`config.mk`:
```
export PLATFORM = sky130hd
export DESIGN_NAME = if_id_fetch_queue
export DESIGN_NICKNAME = d
export VERILOG_FILES = /design/src/rtl/if_id_fetch_queue_pkg.sv /design/src/rtl/if_id_fetch_queue_mem.sv /design/src/rtl/if_id_fetch_queue.sv
export SDC_FILE = /design/constraint.sdc
export NUM_CORES = 2
export LEC_CHECK = 0
export ABC_CLOCK_PERIOD_IN_PS = 18340
export BUFFER_PORTS_ARGS = -buffer_cell sky130_fd_sc_hd__buf_2
export CAP_MARGIN = 25
export CORE_MARGIN = 4
export CORE_UTILIZATION = 50
export DETAILED_ROUTE_END_ITERATION = 10
export PLACE_DENSITY = 0.79
export RECOVER_POWER = 50
export SLEW_MARGIN = 10
export SYNTH_ARGS = -nofsm -noshare
export SYNTH_HDL_FRONTEND = slang
export SYNTH_HIERARCHICAL = 1
export SYNTH_SLANG_ARGS = --single-unit
```
`constraint.sdc`:
```
create_clock -name clk -period 18.34 [get_ports clk]
set_clock_uncertainty 0.2 [all_clocks]
set_input_delay 2.751 -clock clk [delete_from_list [all_inputs] [get_ports clk]]
set_output_delay 2.751 -clock clk [all_outputs]
set_load 0.02 [all_outputs]
```
`src/rtl/if_id_fetch_queue_pkg.sv`:
```
// Types and constants shared by the fetch queue RTL and its bench.
// The packet layout is {pc, data, taken_branch}, with pc in the MSBs.
package if_id_fetch_queue_pkg;

    localparam int PACKET_SIZE = 65;
    localparam int INSTR_COUNT = 2;

    typedef struct packed {
        logic [31:0] pc;
        logic [31:0] data;
        logic        taken_branch;
    } fetched_packet_t;

    function automatic logic [1:0] popcount2(input logic [1:0] m);
        return {1'b0, m[0]} + {1'b0, m[1]};
    endfunction

endpackage

```
`src/rtl/if_id_fetch_queue_mem.sv`:
```
// Purpose: DEPTH-entry packet register array with two write ports and two async read ports.
// Latency: a write lands at the clock edge, and its read data is visible after that edge.
// Backpressure: none; the owner guarantees that the two write indices never collide.
module fetch_queue_mem
    import if_id_fetch_queue_pkg::*;
#(
    parameter  int DEPTH = 8,
    localparam int AW    = $clog2(DEPTH)
) (
    input  logic            clk,
    input  logic            rst,
    input  logic            wr0_en,
    input  logic [AW-1:0]   wr0_idx,
    input  fetched_packet_t wr0_dat,
    input  logic            wr1_en,
    input  logic [AW-1:0]   wr1_idx,
    input  fetched_packet_t wr1_dat,
    input  logic [AW-1:0]   rd0_idx,
    output fetched_packet_t rd0_dat,
    input  logic [AW-1:0]   rd1_idx,
    output fetched_packet_t rd1_dat
);

    fetched_packet_t mem [DEPTH];

    // Cleared on reset so that data_o reads as zero straight out of reset.
    always_ff @(posedge clk or posedge rst) begin
        if (rst) begin
            for (int i = 0; i < DEPTH; i++) begin
                mem[i] <= '0;
            end
        end else begin
            if (wr0_en) mem[wr0_idx] <= wr0_dat;
            if (wr1_en) mem[wr1_idx] <= wr1_dat;
        end
    end

    assign rd0_dat = mem[rd0_idx];
    assign rd1_dat = mem[rd1_idx];

endmodule

```
`src/rtl/if_id_fetch_queue.sv`:
```
// Purpose: IF->ID decoupling queue that compacts masked fetch lanes and presents the two oldest packets.
// Latency: 1 cycle from push to valid_o, with no bypass path.
// Backpressure: ready_o is driven only from the registered count and is high while count <= DEPTH-2.
module if_id_fetch_queue
    import if_id_fetch_queue_pkg::*;
#(
    parameter int DEPTH = 8
) (
    input  logic                               clk,
    input  logic                               rst,
    input  logic                               valid_i,
    input  logic [INSTR_COUNT-1:0]             mask_i,
    input  logic [INSTR_COUNT*PACKET_SIZE-1:0] data_i,
    output logic                               ready_o,
    input  logic                               flush_i,
    output logic [INSTR_COUNT-1:0]             valid_o,
    output logic [INSTR_COUNT*PACKET_SIZE-1:0] data_o,
    input  logic                               ready_i,
    output logic [$clog2(DEPTH+1)-1:0]         count_o
);

    localparam int AW = $clog2(DEPTH);
    localparam int CW = $clog2(DEPTH+1);

    logic [AW-1:0]   rd_ptr, wr_ptr;
    logic [CW-1:0]   count;
    logic            push_en;
    logic [1:0]      push_n, pop_n;
    fetched_packet_t lane0_in, lane1_in, rd0_dat, rd1_dat;

    assign lane0_in = fetched_packet_t'(data_i[PACKET_SIZE-1:0]);
    assign lane1_in = fetched_packet_t'(data_i[2*PACKET_SIZE-1:PACKET_SIZE]);

    assign ready_o = (count <= CW'(DEPTH-2));
    assign valid_o = {count >= CW'(2), count != '0};
    assign count_o = count;

    assign push_en = valid_i && ready_o && !flush_i;
    assign push_n  = push_en ? popcount2(mask_i) : 2'd0;
    assign pop_n   = (ready_i && !flush_i) ? popcount2(valid_o) : 2'd0;

    // A lone lane1 is compacted down into port 0, so the queue never holds holes.
    fetch_queue_mem #(.DEPTH(DEPTH)) u_mem (
        .clk     (clk),
        .rst     (rst),
        .wr0_en  (push_en && (mask_i != 2'b00)),
        .wr0_idx (wr_ptr),
        .wr0_dat (mask_i[0] ? lane0_in : lane1_in),
        .wr1_en  (push_en && (mask_i == 2'b11)),
        .wr1_idx (wr_ptr + AW'(1)),
        .wr1_dat (lane1_in),
        .rd0_idx (rd_ptr),
        .rd0_dat (rd0_dat),
        .rd1_idx (rd_ptr + AW'(1)),
        .rd1_dat (rd1_dat)
    );

    assign data_o = {rd1_dat, rd0_dat};

    always_ff @(posedge clk or posedge rst) begin
        if (rst) begin
            rd_ptr <= '0;
            wr_ptr <= '0;
            count  <= '0;
        end else if (flush_i) begin
            rd_ptr <= '0;
            wr_ptr <= '0;
            count  <= '0;
        end else begin
            rd_ptr <= rd_ptr + AW'(pop_n);
            wr_ptr <= wr_ptr + AW'(push_n);
            count  <= count + CW'(push_n) - CW'(pop_n);
        end
    end

endmodule
```
==> impl_metrics.py <==
metrics = {
    "setup_path": {
        "startpoint": "rst",
        "crit_arrival_ns": 10.76,
        "cp-endpoint": "u_mem/mem[489]",
        "start_kind": "input pin",
        "reg2regPathDepth": 9,
        "cp_data_required_time_ns": 18.14,
        "r2r_start": "count_o[3]",
        "rr_endpoint": "u_mem/mem[374]",
        "crit_path_end_kind": "async pin",
        "worst-r2r-setup-slack_ns": 12.25,
        "crit_type": "input pin to async pin",
        "critical_path.max_fanout": 106,
    },
    "cells_and_area": {
        "ff_latch_area_um2": 13300,
        "final_common_cell": "dfrtp_1",
        "synthToLayoutAreaGrowth_pct": 9.15,
        "final_nets": 3166,
        "final_layout_size_suffix_gt1_share_pct": 28.3,
        "stdcell_area_um2": 36600,
        "final_cell_mix": "dfrtp_1, mux2i_1, nor2_1",
        "multi_input_area_um2": 18500,
        "n_fill_cell": 5530,
    },
    "floorplan": {
        "start_util_pct": 50.8,
        "fp.dieH_um": 267,
        "num_io_pins": 274,
        "dieArea_um2": 71300,
        "core_area_um2": 66100,
        "num_rows": 94,
        "die-width_um": 267,
    },
    "routing": {
        "postRouteWirelength_um": 97800,
        "vias_per_cell": 6.35,
        "vias": 24961,
        "dr.pass1.iters": 6,
        "drtAntennaViolNets": 0,
        "drtIter0Drc": 2754,
        "wl_per_cell_um": 24.9,
        "drc": 0,
    },
    "pwr": {
        "power.leakage_nw": 16.7,
        "p_sw_share_pct": 37.8,
        "pwr-share-seq_pct": 32.6,
        "power_per_cell_area_nw_per_um2": 144,
        "p_int_mw": 3.28,
        "p_comb_share_pct": 44.0,
        "clkPwrFrac_pct": 23.4,
        "ir_drop_uv": 113,
        "p_total_mw": 5.27,
        "p_switching_mw": 1.99,
    },
    "sta": {
        "finalSetupTns_ns": 0,
        "finalCritPeriodShare_pct": 59.8,
        "fin_crit_ns": 10.96,
        "slew_violations": 571,
        "slew_headroom_pct": -228,
        "setup_ws_ns": 7.38,
        "hold-worst-slack_ns": 0.373,
        "setup_viol": 0,
        "rsz0062_at_grt": "false",
        "hold_viol_final": 0,
        "fmax_ghz": 0.0913,
        "tightest_slew_ns": 4.89,
    },
    "logic_synthesis": {
        "synth_seq_cells": 530,
        "synth_top_area_cell": "dfrtp_1",
        "synth_area_um2": 33600,
        "netlist_top_cells_area": "dfrtp_1, mux4_2, mux2i_1, mux2_2, a21oi_1",
        "synth_fa_ha_area_share_pct": 0.723,
        "yosysUniqueCellTypes": 35,
        "yosys_warnings": 6,
        "synth_edf_count": 0,
        "synth_top_area_share_pct": 39.5,
        "synthMuxAreaShare_pct": 39.5,
        "ys.flop_type": "dfrtp_1",
        "syn_nets": 3164,
        "synth_compound_area_share_pct": 7.91,
        "asyncSetResetFlopFracSynth_pct": 100,
        "netlist_instances": 3010,
        "synth_top_family_by_area": "multiplexers",
        "post_synth_and_or_nand_nor_area_fraction_pct": 6.70,
        "avgSynthCellArea_um2": 11.1,
        "yosysSeqAreaShare_pct": 39.5,
        "synthXorXnorAreaFrac_pct": 0.130,
    },
    "run_status": {
        "violations": "capacitance limit, slew limit",
        "status": "finished, violations left",
    },
    "place": {
        "routabilityCongestion": 0.807,
        "hpwlAfterDp_um": 56000,
        "portBuffers": 273,
        "dp_slack_ns": 11.48,
        "placed_cell_area_um2": 34700,
    },
    "job": {
        "max_cap_violations": 14,
    },
    "global_routing": {
        "antenna_found_initial": 10,
        "track_usage_pct": 27.0,
        "first_global_vias": 25156,
        "grt_overflow": 0,
        "grt_pass1_wl_um": 150000,
        "grt_max_degree": 154,
    },
    "clocking": {
        "cts.hold.buffers_added": 0,
        "cts.clk_slew.worst_paths_ns": 0.06,
        "clock_sinks": 530,
        "cts_buffer_depth": 3,
        "cts_tree": "done",
        "htreeDepth": 2,
        "cts_buffers": 59,
        "cts-root-buf": "clkbuf_16",
        "clock_latency_ns": 0.61,
        "postCtsSetupRepairBufs": 0,
        "cts_resized": 0,
    },
    "min_path": {
        "hp-start": "u_mem/mem[467]",
        "holdCritPathClass": "flip-flop to flip-flop",
    },
}
[worst max-delay path, stage by stage]
cell and delay [ns]:
clkbuf_1 0.09, clkinvlp_2 2.65, clkbuf_1 2.67, clkbuf_1 2.42
[worst min-delay path by stage]
| stage | cells past startpoint | endpoint | slack [ns] |
|---|---|---|---|
| 3_5_place_dp | 2 | u_mem/mem[352] | 0.36 |
| 2_1_floorplan | 2 | u_mem/mem[340] | 0.33 |
| 6_report | 2 | u_mem/mem[467] | 0.37 |
| 4_1_cts | 2 | u_mem/mem[441] | 0.38 |
| 5_1_grt | 2 | u_mem/mem[446] | 0.40 |
| 3_3_place_gp | 2 | u_mem/mem[347] | 0.35 |
[metal layers]
metal  track usage, %  wire length (µm)
met1             36.6             38400
met5                0                45
met2             44.2             47500
met3             4.50              8370
met4             10.5              3400
[state kept, by name, summed over array words and instances (netlist names)]
register,cells
u_mem/mem,520
wr_ptr,3
count_o,4
rd_ptr,3
[through the flow]
stage / instances / util [%]
final: 3931 / 55.4
after CTS: 3923 / 55.5
after floorplan: 3010 / -
after global placement: 3813 / 52.5
after detailed placement: 3813 / 52.5
after global routing: 3930 / 55.4
[cell families (layout without fill, tap and decap cells)]
| logic type | after synthesis | after routing |
|---|---|---|
| AOI/OAI and AO/OA | 525 | 525 |
| buffers and inverters | 399 | 450 |
| and+or+nand+nor | 559 | 559 |
| adders and majority gates | 17 | 17 |
| DFF | 530 | 530 |
| xor gates and xnor gates | 5 | 5 |
| muxes | 975 | 975 |
| other | 0 | 6 |
[final cells by class]
cell class,count,area share [%]
inverters,19,0.219
well taps,864,2.95
diodes,6,0.0410
flip-flops and latches,530,36.2
multi-input cells,2081,50.4
clock inverters,26,0.902
repair buffers,321,4.67
clock buffers,84,4.56
[cell usage after synthesis (2+ instances only)]
master and instances:
mux4_2 260, nand4b_1 6, o21ai_0 45, buf_2 73, nor2_1 266, mux2i_1 520
and4bb_2 4, inv_1 19, buf_1 13, clkbuf_1 241, nand2_1 264, ha_1 13
dfrtp_1 530, xor2_1 4, buf_6 18, buf_4 34, a21oi_1 263, o21ai_1 215
and4bb_1 2, mux2_2 195, and2_1 2, nor4b_2 2, nor2b_1 5, fa_1 4
nand4_1 2
[power by group through the flow]
stage / Sequential (mW) / Combinational (mW) / Clock [mW]
after global routing: 1.75 / 2.47 / 1.30
after floorplan: 1.62 / 1.79 / 0
after CTS: 1.71 / 2.33 / 1.25
after global placement: 1.70 / 2.28 / 0
final: 1.72 / 2.32 / 1.23
after detailed placement: 1.72 / 2.32 / 0
Power figures use the tool's default switching activity.
